[src/rtl/relm_div_pkg.sv]
// relm_div_pkg: shared definitions for the sequential radix-4 divider.
//   WD_DEFAULT : default operand/result width
//   state_e    : FSM state encoding (IDLE=0, INIT=1, LOOP=2, DONE=3)
package relm_div_pkg;

  localparam int WD_DEFAULT = 32;

  typedef enum logic [1:0] {
    IDLE = 2'd0,
    INIT = 2'd1,
    LOOP = 2'd2,
    DONE = 2'd3
  } state_e;

endpackage

[src/rtl/relm_lower.sv]
// relm_lower: leading-one smear. Every bit at or below the most significant
// set bit of in_val is set in smear_out; zero input gives zero output.
//   in_val    : WD-bit value
//   smear_out : WD-bit smeared value
module relm_lower #(
  parameter int WD = 32
) (
  input  logic [WD-1:0] in_val,
  output logic [WD-1:0] smear_out
);

  always_comb begin
    smear_out = '0;
    smear_out[WD-1] = in_val[WD-1];
    for (int i = WD - 2; i >= 0; i--) begin
      smear_out[i] = smear_out[i+1] | in_val[i];
    end
  end

endmodule

[src/rtl/relm_div_seq.sv]
// relm_div_seq: sequential unsigned divider, two quotient bits per cycle.
//   clk, rst_n      : clock, asynchronous active-low reset
//   start_in        : request, sampled only in IDLE, with n_in / d_in
//   busy_out        : high whenever the FSM is not in IDLE
//   done_out        : one-cycle pulse when q_out / r_out / div0_out update
//   q_out, r_out    : quotient and remainder, held until the next result
//   div0_out        : last operation had a zero divisor
//   state_dbg_out   : current FSM state, for observation only
module relm_div_seq
  import relm_div_pkg::*;
#(
  parameter int WD = WD_DEFAULT
) (
  input  logic          clk,
  input  logic          rst_n,
  input  logic          start_in,
  input  logic [WD-1:0] n_in,
  input  logic [WD-1:0] d_in,
  output logic          busy_out,
  output logic          done_out,
  output logic [WD-1:0] q_out,
  output logic [WD-1:0] r_out,
  output logic          div0_out,
  output state_e        state_dbg_out
);

  localparam int KW = $clog2(WD) + 1;
  localparam logic [WD-1:0] ONE = {{(WD-1){1'b0}}, 1'b1};

  state_e        state_q, state_d;
  logic [WD-1:0] n_q, n_d;          // captured dividend
  logic [WD-1:0] d_q, d_d;          // captured divisor
  logic [WD-1:0] r_q, r_d;          // running remainder
  logic [WD-1:0] acc_q, acc_d;      // running quotient
  logic [WD-1:0] qbit_q, qbit_d;    // weight of the current high quotient bit
  logic [WD-1:0] dq_q, dq_d;        // divisor aligned to qbit
  logic          z_q, z_d;          // zero-divisor flag of the operation in flight
  logic [WD-1:0] q_out_q, q_out_d;
  logic [WD-1:0] r_out_q, r_out_d;
  logic          div0_out_q, div0_out_d;
  logic          done_q, done_d;
  logic          busy_q, busy_d;

  logic [WD-1:0] smear_n, smear_d;
  logic [KW-1:0] k;
  logic [WD-1:0] r1, r2, acc1, acc2, dq_half;

  relm_lower #(.WD(WD)) u_lower_n (.in_val(n_q), .smear_out(smear_n));
  relm_lower #(.WD(WD)) u_lower_d (.in_val(d_q), .smear_out(smear_d));

  // Number of ones in a smear equals msb_pos + 1, so the difference of the
  // two counts is the alignment distance msb_pos(N) - msb_pos(D).
  function automatic logic [KW-1:0] ones(input logic [WD-1:0] v);
    logic [KW-1:0] c;
    c = '0;
    for (int i = 0; i < WD; i++) c = c + KW'(v[i]);
    return c;
  endfunction

  always_comb begin
    k = ones(smear_n) - ones(smear_d);

    // Radix-4 step: first the bit weighted qbit, then the one below it.
    // When qbit is already bit 0 there is no lower bit left to resolve.
    dq_half = dq_q >> 1;
    r1   = r_q;
    acc1 = acc_q;
    if (r_q >= dq_q) begin
      r1   = r_q - dq_q;
      acc1 = acc_q | qbit_q;
    end
    r2   = r1;
    acc2 = acc1;
    if (!qbit_q[0] && (r1 >= dq_half)) begin
      r2   = r1 - dq_half;
      acc2 = acc1 | (qbit_q >> 1);
    end

    state_d    = state_q;
    n_d        = n_q;
    d_d        = d_q;
    r_d        = r_q;
    acc_d      = acc_q;
    qbit_d     = qbit_q;
    dq_d       = dq_q;
    z_d        = z_q;
    q_out_d    = q_out_q;
    r_out_d    = r_out_q;
    div0_out_d = div0_out_q;
    done_d     = 1'b0;

    case (state_q)
      IDLE: begin
        if (start_in) begin
          n_d     = n_in;
          d_d     = d_in;
          state_d = INIT;
        end
      end
      INIT: begin
        if (smear_d == '0) begin
          acc_d   = '1;
          r_d     = n_q;
          z_d     = 1'b1;
          state_d = DONE;
        end else if (n_q < d_q) begin
          acc_d   = '0;
          r_d     = n_q;
          z_d     = 1'b0;
          state_d = DONE;
        end else begin
          // D << k cannot overflow: its msb lands exactly on N's msb.
          qbit_d  = ONE << k;
          dq_d    = d_q << k;
          r_d     = n_q;
          acc_d   = '0;
          z_d     = 1'b0;
          state_d = LOOP;
        end
      end
      LOOP: begin
        r_d    = r2;
        acc_d  = acc2;
        qbit_d = qbit_q >> 2;
        dq_d   = dq_q >> 2;
        if (qbit_q[1:0] != 2'b00) state_d = DONE;
      end
      DONE: begin
        q_out_d    = acc_q;
        r_out_d    = r_q;
        div0_out_d = z_q;
        done_d     = 1'b1;
        state_d    = IDLE;
      end
      default: state_d = IDLE;
    endcase

    busy_d = (state_d != IDLE);
  end

  always_ff @(posedge clk or negedge rst_n) begin
    if (!rst_n) begin
      state_q    <= IDLE;
      n_q        <= '0;
      d_q        <= '0;
      r_q        <= '0;
      acc_q      <= '0;
      qbit_q     <= '0;
      dq_q       <= '0;
      z_q        <= 1'b0;
      q_out_q    <= '0;
      r_out_q    <= '0;
      div0_out_q <= 1'b0;
      done_q     <= 1'b0;
      busy_q     <= 1'b0;
    end else begin
      state_q    <= state_d;
      n_q        <= n_d;
      d_q        <= d_d;
      r_q        <= r_d;
      acc_q      <= acc_d;
      qbit_q     <= qbit_d;
      dq_q       <= dq_d;
      z_q        <= z_d;
      q_out_q    <= q_out_d;
      r_out_q    <= r_out_d;
      div0_out_q <= div0_out_d;
      done_q     <= done_d;
      busy_q     <= busy_d;
    end
  end

  assign busy_out      = busy_q;
  assign done_out      = done_q;
  assign q_out         = q_out_q;
  assign r_out         = r_out_q;
  assign div0_out      = div0_out_q;
  assign state_dbg_out = state_q;

endmodule
[config.mk]
export PLATFORM = sky130hd
export DESIGN_NAME = relm_div_seq
export DESIGN_NICKNAME = d
export VERILOG_FILES = /design/src/rtl/relm_div_pkg.sv /design/src/rtl/relm_lower.sv /design/src/rtl/relm_div_seq.sv
export SDC_FILE = /design/constraint.sdc
export NUM_CORES = 1
export LEC_CHECK = 0
export BUFFER_PORTS_ARGS = -buffer_cell sky130_fd_sc_hd__buf_2
export CORE_MARGIN = 2
export CORE_UTILIZATION = 45
export DETAILED_ROUTE_END_ITERATION = 10
export PLACE_DENSITY = 0.61
export SLEW_MARGIN = 25
export SYNTH_ARGS = -nofsm -noshare
export SYNTH_HDL_FRONTEND = slang
export SYNTH_HIERARCHICAL = 1
export SYNTH_SLANG_ARGS = --single-unit
[constraint.sdc]
create_clock -name clk -period 15.4 [get_ports clk]
set_clock_uncertainty 0.1 [all_clocks]
set_input_delay 3.08 -clock clk [delete_from_list [all_inputs] [get_ports clk]]
set_output_delay 3.08 -clock clk [all_outputs]
set_load 0.1 [all_outputs]
Word-level counts from Yosys, hierarchy flattened
Index checks and enable logic that the tools add are counted.
- muxes and demuxes: 20
- reductions and logical operators: 9
- shift-type cells: 2
- bitwise logic cells: 64
- magnitude comparators: 3
- equal/unequal tests: 5
- add/subtract/negate cells: 65
- operator list (operator ; number):
    $add 6x1->6 ; 52
    $mux 32 ; 9
    $pmux 32 s2 ; 4
    $or 1x1->1 ; 62
    $ge 32x31->1 ; 1
    $ge 32x32->1 ; 1
    $logic_not 32->1 ; 1
    $lt 32x32->1 ; 1
    $or 32x31->32 ; 1
    $or 32x32->32 ; 1
    $shl 1x6->32 const A ; 1
    $shl 32x6->32 ; 1
    $sub 32x31->32 ; 1
    $sub 32x32->32 ; 1
    $add 5x1->6 ; 2
    $add 4x1->5 ; 2
    $add 3x1->4 ; 2
    $pmux 2 s4 ; 1
    $add 2x1->3 ; 2
    $reduce_bool 2->1 ; 3
    $sub 6x6->6 ; 1
    $add 1x1->2 ; 2
    $eq 2x2->1 const B ; 2
    $mux 1 ; 4
    8 further kinds ; 10
- word-level logic and storage cells: 181
- register bits after elaboration: 262
- input port bits: 67

Logic depth before layout (Yosys ltp)
Gate-level depths: netlist of the first run.
- depth in word-level cells: 67
- depth in mapped cells: 32

By module
The synthesis of the first run kept the hierarchy.
- by module, submodules not included (module ; cells each ; instances ; area each (sq um)):
    relm_div_seq ; 2048 ; 1 ; 19521.2
    relm_lower ; 54 ; 2 ; 307.8

Worst setup path before layout of the first run
Ideal clock, no wire load.
- path type: register to register
- start: reg n_q[30]
- end: reg dq_q[21]
- data arrival time: 8.211 ns
- setup time: 0.125 ns
- slack: 6.964 ns
- path buffers: 4
- cell stages (with the launch flop): 29
- data required time: 15.175 ns
- path through: dfrtp_1 or3_4 and4b_1 and4_1 buf_6 nand4_1 fa_1 inv_1 fa_1 inv_1 fa_1 fa_1 inv_1 fa_1 fa_1 inv_1 fa_1 fa_1 ha_1 fa_1 clkbuf_1 clkbuf_1 buf_1 mux4_2 mux2i_1 nand2_1 a32oi_1 o22ai_1 mux2_2
- word-level cells in the longest chain between the ends: 67
- ends and longest elaborated chain (item ; RTL line ; RTL):
    start, declared ; relm_div_seq.sv:31 ; logic [WD-1:0] n_q, n_d;
    start signal, assigned ; relm_div_seq.sv:158 ; n_q <= n_d;
    $or 1x1->1 * (2 in a row) ; relm_lower.sv:16 ; smear_out[i] = smear_out[i+1] | in_val[i];
    net smear_n[29] ; relm_div_seq.sv:44 ; logic [WD-1:0] smear_n, smear_d;
    $or 1x1->1 * (28 in a row) ; relm_lower.sv:16 ;
    net smear_n[1] ; relm_div_seq.sv:44 ;
    $or 1x1->1 ; relm_lower.sv:16 ;
    $add 1x1->2 * ; relm_div_seq.sv:56 ; for (int i = 0; i < WD; i++) c = c + KW'(v[i]);
    $add 2x1->3 * ; relm_div_seq.sv:56 ;
    $add 3x1->4 * ; relm_div_seq.sv:56 ;
    $add 4x1->5 * ; relm_div_seq.sv:56 ;
    $add 5x1->6 * ; relm_div_seq.sv:56 ;
    $add 6x1->6 * (26 in a row) ; relm_div_seq.sv:56 ;
    $sub 6x6->6 * ; relm_div_seq.sv:61 ; k = ones(smear_n) - ones(smear_d);
    $shl 32x6->32 * ; relm_div_seq.sv:114 ; dq_d = d_q << k;
    $mux 32 * ; relm_div_seq.sv:106 ; end else if (n_q < d_q) begin
    $mux 32 * ; relm_div_seq.sv:101 ; if (smear_d == '0) begin
    $pmux 32 s2 * ; relm_div_seq.sv:92 ; case (state_q)
    end signal, assigned ; relm_div_seq.sv:163 ; dq_q <= dq_d;
    end, declared ; relm_div_seq.sv:36 ; logic [WD-1:0] dq_q, dq_d;
Mark *: on every way through the listed nets, which the timed path passes. The rest lies on a longest branch. The select of a mux whose other input is x is not followed.
A chain may end at the register's enable or synchronous reset.

Worst setup path in the final report of the first run
- start: reg n_q[25]
- end: reg dq_q[28]
- word-level cells in the longest chain between the ends: 62
- ends and longest elaborated chain (item ; RTL line):
    $or 1x1->1 * (25 in a row) ; relm_lower.sv:16
    net smear_n[1] ; relm_div_seq.sv:44
    $or 1x1->1 ; relm_lower.sv:16
    $add 1x1->2 * ; relm_div_seq.sv:56
    $add 2x1->3 * ; relm_div_seq.sv:56
    $add 3x1->4 * ; relm_div_seq.sv:56
    $add 4x1->5 * ; relm_div_seq.sv:56
    $add 5x1->6 * ; relm_div_seq.sv:56
    $add 6x1->6 * (26 in a row) ; relm_div_seq.sv:56
    $sub 6x6->6 * ; relm_div_seq.sv:61
    $shl 32x6->32 * ; relm_div_seq.sv:114
    $mux 32 * ; relm_div_seq.sv:106
    $mux 32 * ; relm_div_seq.sv:101
    $pmux 32 s2 * ; relm_div_seq.sv:92
Marked as above.

==> out/metrics.cfg, run 1 <==
[setup_path]
max_stage_delay_ns=1.21
endpoint_kind=register
cp_common_cell=fa_1
crit_buf_inv=4
r2r_slack_ns=5.96
cp.arrival_ns=9.87
critical_path.slowest_cell=fa_2
path_max_fanout=43
worst-endpoint-required_ns=15.83
cp_top_family=adder cells
criticalPathCategory=reg2reg
cp-start-kind=register

[timing]
finalWorstPathRequiredPeriod_ns=9.44
hold_violations=0
grt_setup_unrepaired=false
slew_viol_final=0
finalSetupViolations=0
maxSlewHeadroom=0.316
setup_tns_ns=0
post-route-period-util=0.613
worst_slew_pin_slew_ns=1.03
achievable-frequency_ghz=0.106

[synthesis]
synth_edf_count=0
synth_top_family_by_area=compound AO/OA/AOI/OAI gates
synth_warnings=6
ys_ff_latch=262
synth.area.mux_share=0.154
yosysSeqAreaShare=0.326
syn_nets=2391
syn_inst=2156
synth-xor-area-share=0.0239
synth-main-ff-cell=dfrtp_1
synth_compound_area_frac=0.173
yosys.area_share.simple=0.129
syn_area_mm2=0.0201
async_reset_ff_frac=1.00
synthAdderAreaFrac=0.126
synth_cell_types=84
syn_avg_cell_area_um2=9.34

[route]
drc_errors=0
via_per_inst=5.99
wl_per_cell_um=22.7
drt_iter0_drc=1599
drt_wl_total_um=64500
vias=17073
ant_nets=0
drtPass1Iterations=5

[clock_tree]
clock_latency_ns=0.60
cts_tree=built
htreeDepth=1
cts_made_buffers=31
cts_resized=0
postCtsSetupBuffers=0
clockBufferDepth=3
ctsHoldBuffers=0
cts_sinks=262
clk_pin_slew_ns=0.06
cts-root-buf=clkbuf_16

[grt]
grt_usage=0.279
grt-ovfl-total=0
grt_pass1_vias=16868
antenna_found_initial=2
grt_first_pass_wirelength_um=101000
grt_max_degree=101

[placed_design]
placed_area_mm2=0.0213
portBuffers=135
dp_hpwl_um=48900
dp_cells=2791
gp_congestion=0.949

[floorplanning]
die_area_mm2=0.0465
coreArea_mm2=0.0442
fp.dieW_um=216
io_pins=136
fp.dieH_um=216
row_count=77
initial_utilization=0.455

[final_layout]
layout-area-overhead-vs-synth_pct=11.2
finalNetCount=2467
mostFrequentLayoutCells=262 x dfrtp_1, 223 x inv_1, 194 x nand2_1, 186 x mux2_2, 134 x buf_2
drive_above_1_share=0.204
nFillCells=4218
stdcell_count=2848
finalInstanceArea_mm2=0.0224
layout_commonest_cell=dfrtp_1

[outcome]
run_status=finished clean

[hold_path]
hold_path_class=reg2reg

[job]
maxCapViolCount=0

==> flip-flops by register name (all words and copies together), names as in the netlist <==
register	flops
acc_q	32
busy_out	1
d_q	32
div0_out	1
done_out	1
dq_q	32
n_q	32
q_out	32
qbit_q	32
r_out	32
r_q	32
state_dbg_out	2
z_q	1
==> cells by family after synthesis <==
logic type | Yosys count
flops | 262
buf+inv | 337
xor+xnor | 55
mux | 262
fa+ha+maj | 168
simple gates | 543
compound gates | 529
==> synthesized netlist by cell type (25+ instances only) <==
cell type  number  area, um2
a21oi_1       122        611
inv_1         224        841
xnor2_1        25        219
a31oi_1        65        407
ha_1          111       1390
dfrtp_1       262       6560
nand2_1       195        732
o21ai_0        99        495
fa_1           57       1140
a311oi_1       33        289
nand3_1        37        185
a21o_1         26        195
nor2b_1        26        163
nor2_1        124        465
mux2i_1        56        561
nand4_1        26        163
xor2_1         30        263
nor3_1         33        165
clkbuf_1       75        282
mux2_2        186       2090
==> per-stage QoR <==
step	utilization	hold slack, ns	setup slack (ns)
final	0.506	0.400	5.96
after global routing	0.506	0.411	5.46
after CTS	0.506	0.403	6.14
after detailed placement	0.481	0.390	6.20
after global placement	0.481	0.384	6.32
after floorplan	-	0.376	6.96
==> worst paths after layout <==
kind | from | to | cells past startpoint
worst max-delay path | n_q[25] | dq_q[28] | 27
worst min-delay path | q_out[5] | q_out[5] | 1
worst max register to register | n_q[25] | dq_q[28] | 27
worst min register to register | q_out[5] | q_out[5] | 1
max in group asynchronous | rst_n | r_out[14] | 3
min in group asynchronous | rst_n | acc_q[20] | 1
==> metal layers <==
| metal | global-route usage | share of wire | up-vias | routed length, um |
|---|---|---|---|---|
| li1 | - | - | 7888 | - |
| met1 | 0.390 | 0.45 | 8463 | 28800 |
| met2 | 0.439 | 0.45 | 605 | 28900 |
| met3 | 0.0366 | 0.061 | 115 | 3960 |
| met4 | 0.109 | 0.044 | 2 | 2860 |
| met5 | 0 | 0.00019 | - | 12 |
==> final cells by class <==
class	instances	area, um2	area share
clock buffers	36	825	0.0368
multi-input cells	1557	12300	0.549
flip-flops and latches	262	6560	0.293
well taps	592	741	0.0331
diodes	1	2.50	0.000112
inverters	225	845	0.0377
clock inverters	20	284	0.0127
repair buffers	155	836	0.0373
Power of run 1 is left out: the tool's default activity adds up to more than one toggle a clock period on the data nets, which glitch-free logic cannot reach.
==> inputs of run 2 (changes only) <==
clock period = 9 ns   (was 15.4 ns; I/O delays follow)
==> run 2 against run 1 <==
Cell count up 1.4%. Maximum frequency up 10%. Setup slack worse by 5.5 ns. Sequential cell count unchanged. Sequential share of layout area down 0.30 points. First-iteration DRC count down 10%. Critical path type unchanged. Die area unchanged. Critical path depth unchanged. Global-route usage down 0.057 points. Critical endpoint unchanged. Count of clock-buffer cells in the layout up 7. Worst hold slack better by 0.00070 ns. Via count up 1.2%.
==> out/metrics.cfg, run 2 (synthesized netlist as in run 1, its figures left out) <==
[placed_design]
dp_cells=2825  ; +1.2%
gp_congestion=0.934  ; -1.6%
dp_hpwl_um=49000  ; +0.25%
portBuffers=135  ; unchanged

[floorplanning]
row_count=77  ; unchanged
coreArea_mm2=0.0442  ; unchanged
io_pins=136  ; unchanged
fp.dieH_um=216  ; unchanged
die_area_mm2=0.0465  ; unchanged
initial_utilization=0.455  ; unchanged
fp.dieW_um=216  ; unchanged

[grt]
grt_pass1_vias=16927  ; +0.35%
grt_first_pass_wirelength_um=100000  ; -0.99%
grt_usage=0.278  ; -0.000569
grt-ovfl-total=0  ; unchanged
grt_max_degree=141  ; +40%
antenna_found_initial=2  ; unchanged

[final_layout]
stdcell_count=2887  ; +1.4%
mostFrequentLayoutCells=262 x dfrtp_1, 223 x inv_1, 194 x nand2_1, 186 x mux2_2, 134 x buf_2
finalCoreUtilization=0.511  ; +0.00518
layout_commonest_cell=dfrtp_1
nFillCells=4155  ; -1.5%
drive_above_1_share=0.216  ; +0.0121
diodes=0  ; -1
finalNetCount=2507  ; +1.6%
layout-area-overhead-vs-synth_pct=12.3

[timing]
slew_viol_final=0  ; unchanged
achievable-frequency_ghz=0.117  ; +10%
grt_setup_unrepaired=false
finalSetupViolations=0  ; unchanged
post-route-period-util=0.950  ; +0.337
worst_slew_pin_slew_ns=1.02  ; -0.00771 ns
finalWorstPathRequiredPeriod_ns=8.55  ; -0.886 ns
whs_ns=0.400  ; +0.000699 ns
hold_violations=0  ; unchanged
setup_tns_ns=0  ; unchanged
maxSlewHeadroom=0.321  ; +0.00514

[route]
drc_errors=0  ; unchanged
drt_wl_total_um=65100  ; +0.92%
via_per_inst=5.99  ; -0.14%
ant_nets=0  ; unchanged
vias=17282  ; +1.2%
drtPass1Iterations=6  ; +1
wl_per_cell_um=22.6  ; -0.44%
drt_iter0_drc=1432  ; -10%

[setup_path]
cp.arrival_ns=8.94  ; -0.93 ns
max_stage_delay_ns=0.69  ; -0.52 ns
worst-endpoint-required_ns=9.39  ; -6.44 ns
criticalPathCategory=reg2reg
cp-start-kind=register
cp_common_cell=fa_1
critical_path.slowest_cell=fa_2
path_max_fanout=30  ; -30%
rr_startpoint=d_q[30]
cp-startpoint=d_q[30]
cp_top_family=adder cells
crit_buf_inv=6  ; +2
endpoint_kind=register

[outcome]
run_status=finished clean

[clock_tree]
clockBufferDepth=3  ; unchanged
cts-root-buf=clkbuf_16
cts_tree=built
clock_latency_ns=0.61  ; about the same
clk_pin_slew_ns=0.06  ; about the same
htreeDepth=1  ; unchanged
cts_made_buffers=31  ; unchanged
cts_sinks=262  ; unchanged

[hold_path]
worstHoldStart=r_out[19]
hold_path_class=reg2reg

[job]
maxCapViolCount=0  ; unchanged

-- run 2: through the flow --
stage,worst slack [ns],area [um2]
floorplan,0.564,20100
global placement,0.350,21500
detailed placement,0.196,21500
CTS,0.208,22500
global route,0.0379,22600
finish,0.449,22600
-- run 2: path summary, 6_finish.rpt --
check	depth (start not counted)	slack (ns)	end
worst max-delay path	27	0.45	dq_q[28]
worst min-delay path	1	0.40	r_out[19]
worst max register to register	27	0.45	dq_q[28]
worst min register to register	1	0.40	r_out[19]
max in group asynchronous	2	6.54	r_q[23]
min in group asynchronous	1	1.02	q_out[19]
-- run 2: metal layers --
metal	wire length, um	GRT usage	share of wire	up-vias
li1	-	-	-	7958
met1	29500	0.399	0.45	8594
met2	29200	0.438	0.45	620
met3	4280	0.0354	0.066	110
met4	2200	0.0878	0.034	0
met5	0	0	0	-
-- run 2: what timing repair did --
item	CTS	global route
setup endpoints to repair	0	19
setup buffers	0	5
hold buffers	0	0
gates resized for setup	0	4
-- run 2: cell type report --
cell class	count	area (um2)	area share
clock buffer	43	871	0.0385
clock inverter	13	128	0.00564
inverter	225	845	0.0373
multi-input combinational	1557	12300	0.543
sequential	262	6560	0.290
tap	592	741	0.0328
timing repair buffer	195	1190	0.0527
Power of run 2 is left out for the same reason.
==> inputs of run 3 (changes only) <==
ABC_AREA = 1   (was not set)
==> run 3 against run 2 <==
Wire length up 16%. Die area up 4.4%. Synthesized cell count is 33% higher. Sequential cell count stayed put. Core utilization up 1.1 points. Maximum frequency decreased by 4.0%. Non-clock buffer count rose by 28. Cell count increased by 26%. Critical path depth rose by 12.
==> out/metrics.cfg, run 3 <==
[outcome]
run_status=finished clean

[timing]
grt_setup_unrepaired=true
post-route-period-util=0.989  ; +0.0392
slew_viol_final=0  ; unchanged
finalWorstPathRequiredPeriod_ns=8.90  ; +0.353 ns
achievable-frequency_ghz=0.112  ; -4.0%
finalSetupViolations=0  ; unchanged
worst_slew_pin_slew_ns=0.928  ; -0.0904 ns
maxSlewHeadroom=0.374  ; +0.0537
hold_violations=0  ; unchanged
whs_ns=0.403  ; +0.00221 ns

[synthesis]
synth_cell_types=55  ; -35%
syn_avg_cell_area_um2=7.31  ; -22%
syn_area_mm2=0.0210  ; +4.5%
synth_warnings=6  ; unchanged
synth-main-ff-cell=dfrtp_1
yosysSeqAreaShare=0.312  ; -0.0140
synth_top_area_share=0.312  ; -0.0140
syn_inst=2877  ; +33%
synthTopCellsByCount=547 x nand2_1, 450 x inv_1, 274 x a21oi_1, 268 x nor2_1, 262 x dfrtp_1
synth_area_leader_cell=dfrtp_1
synthTopCellsByArea=dfrtp_1 31%, nand2_1 9.8%, inv_1 8.0%, ha_1 6.6%, a21oi_1 6.5%
ys_ff_latch=262  ; unchanged
async_reset_ff_frac=1.00  ; unchanged
synth_edf_count=0  ; unchanged
syn_nets=3112  ; +30%
synth_most_common_cell=nand2_1

[final_layout]
mostFrequentLayoutCells=531 x nand2_1, 443 x inv_1, 272 x a21oi_1, 262 x dfrtp_1, 260 x nor2_1
diodes=0  ; unchanged
stdcell_count=3639  ; +26%
drive_above_1_share=0.167  ; -0.0489
finalNetCount=3243  ; +29%
layout-area-overhead-vs-synth_pct=15.1
layout_commonest_cell=nand2_1

[route]
wl_met3_um=5950  ; +39%
route.met2.wl_um=33100  ; +14%
drtPass1Iterations=5  ; -1
drc_errors=0  ; unchanged
routed.top_layer=met5
vias=20070  ; +16%
drt_iter0_drc=1508  ; +5.3%
ant_nets=0  ; unchanged
drt_wl_total_um=75600  ; +16%
wl_per_cell_um=20.8  ; -7.8%
met1_length_um=34000  ; +16%
via_per_inst=5.52  ; -7.9%

[setup_path]
criticalPathCategory=reg2reg
worst-endpoint-required_ns=9.34  ; -0.05 ns
reg2reg_depth=39  ; +44%
cp.arrival_ns=9.25  ; +0.31 ns
cp-start-kind=register
max_stage_delay_ns=0.63  ; -0.06 ns
critical_path.slowest_cell=fa_2
endpoint_kind=register
path_max_fanout=11  ; -63%

[placed_design]
dp_hpwl_um=58700  ; +20%
portBuffers=135  ; unchanged
dp_cells=3550  ; +26%
gp_congestion=0.982  ; +5.2%

[job]
maxCapViolCount=0  ; unchanged

[floorplanning]
coreArea_mm2=0.0464  ; +4.8%
fp.dieH_um=220  ; +2.2%
initial_utilization=0.454  ; -0.00148
io_pins=136  ; unchanged
fp.dieW_um=220  ; +2.2%
row_count=79  ; +2.6%
die_area_mm2=0.0485  ; +4.4%

[grt]
grt_first_pass_wirelength_um=114000  ; +13%
grt_max_degree=127  ; -9.9%
grt_usage=0.310  ; +0.0319
grt_pass1_vias=19047  ; +13%
grt-ovfl-total=0  ; unchanged
antenna_found_initial=1  ; -1

[clock_tree]
cts-root-buf=clkbuf_16
htreeDepth=1  ; unchanged
clk_pin_slew_ns=0.06  ; about the same
clockBufferDepth=3  ; unchanged
cts_sinks=262  ; unchanged
cts_tree=built
clock_latency_ns=0.61  ; about the same
cts_made_buffers=31  ; unchanged

[hold_path]
hold_path_class=reg2reg
holdPathStages=1  ; unchanged

-- run 3: cell types whose count changed after synthesis, sizes merged, moves of 20 or more --
cell    delta
a21oi    +160
nor2b     -26
a21o      -20
a31oi     -61
nand3    +170
inv      +236
nor2     +167
nand2    +357
a211oi    -24
mux2i     -48
mux4      -20
mux2     -116
a311oi    -33
o21ai    +124
-- run 3: critical path, delay by kind of cell (launching register included) --
family          cells  cell delay [ns]
flops               1             0.41
buf+inv             4             0.33
mux                 1             0.29
compound gates      4             0.35
fa+ha+maj          10             4.62
simple gates       20             2.63
-- run 3: metal layers --
metal	global-route usage	vias to the layer above
met5	0	-
met2	0.478	712
met1	0.433	9631
li1	-	9597
met4	0.0937	2
met3	0.0698	128
-- run 3: stage by stage --
stage	utilization	setup WS (ns)	cell area [um2]	TNS, ns
floorplan	-	0.303	21000	0
global placement	0.484	0.137	22400	0
detailed placement	0.484	0.00710	22400	0
CTS	0.507	-0.000203	23500	-0.000203
global route	0.522	-0.352	24200	-12.38
finish	0.522	0.0960	24200	0
-- run 3: worst paths after layout --
check                      startpoint        end  slack (ns)
hold / removal              r_out[15]  r_out[15]        0.40
min in group asynchronous       rst_n  q_out[26]        0.97
setup / recovery              d_q[31]   dq_q[27]         0.1
max in group asynchronous       rst_n    d_q[19]        6.61
setup reg to reg              d_q[31]   dq_q[27]         0.1
hold reg to reg             r_out[15]  r_out[15]        0.40
-- run 3: kinds of logic after synthesis --
family | share of synthesized area
and+or+nand+nor | 0.242
AOI/OAI and AO/OA | 0.156
muxes | 0.0413
buffers and inverters | 0.109
DFF | 0.312
adders and majority gates | 0.120
xor gates and xnor gates | 0.0199
-- run 3: final cells by class --
class                      count  area, um2
clock buffer                  38        822
clock inverter                19        240
fill                        4573      22100
inverter                     464       1750
multi-input combinational   2026      12600
sequential                   262       6560
tap                          607        759
timing repair buffer         223       1530
-- run 3: what timing repair did --
| action | CTS | global route |
|---|---|---|
| hold buffers | 0 | 0 |
| setup buffers | 3 | 22 |
| hold endpoints to repair | 0 | 0 |
| pin swaps | 4 | 35 |
| resized for setup | 4 | 137 |
| setup endpoints to repair | 2 | 64 |
| cloned | 0 | 5 |
Power of run 3 is left out for the same reason.
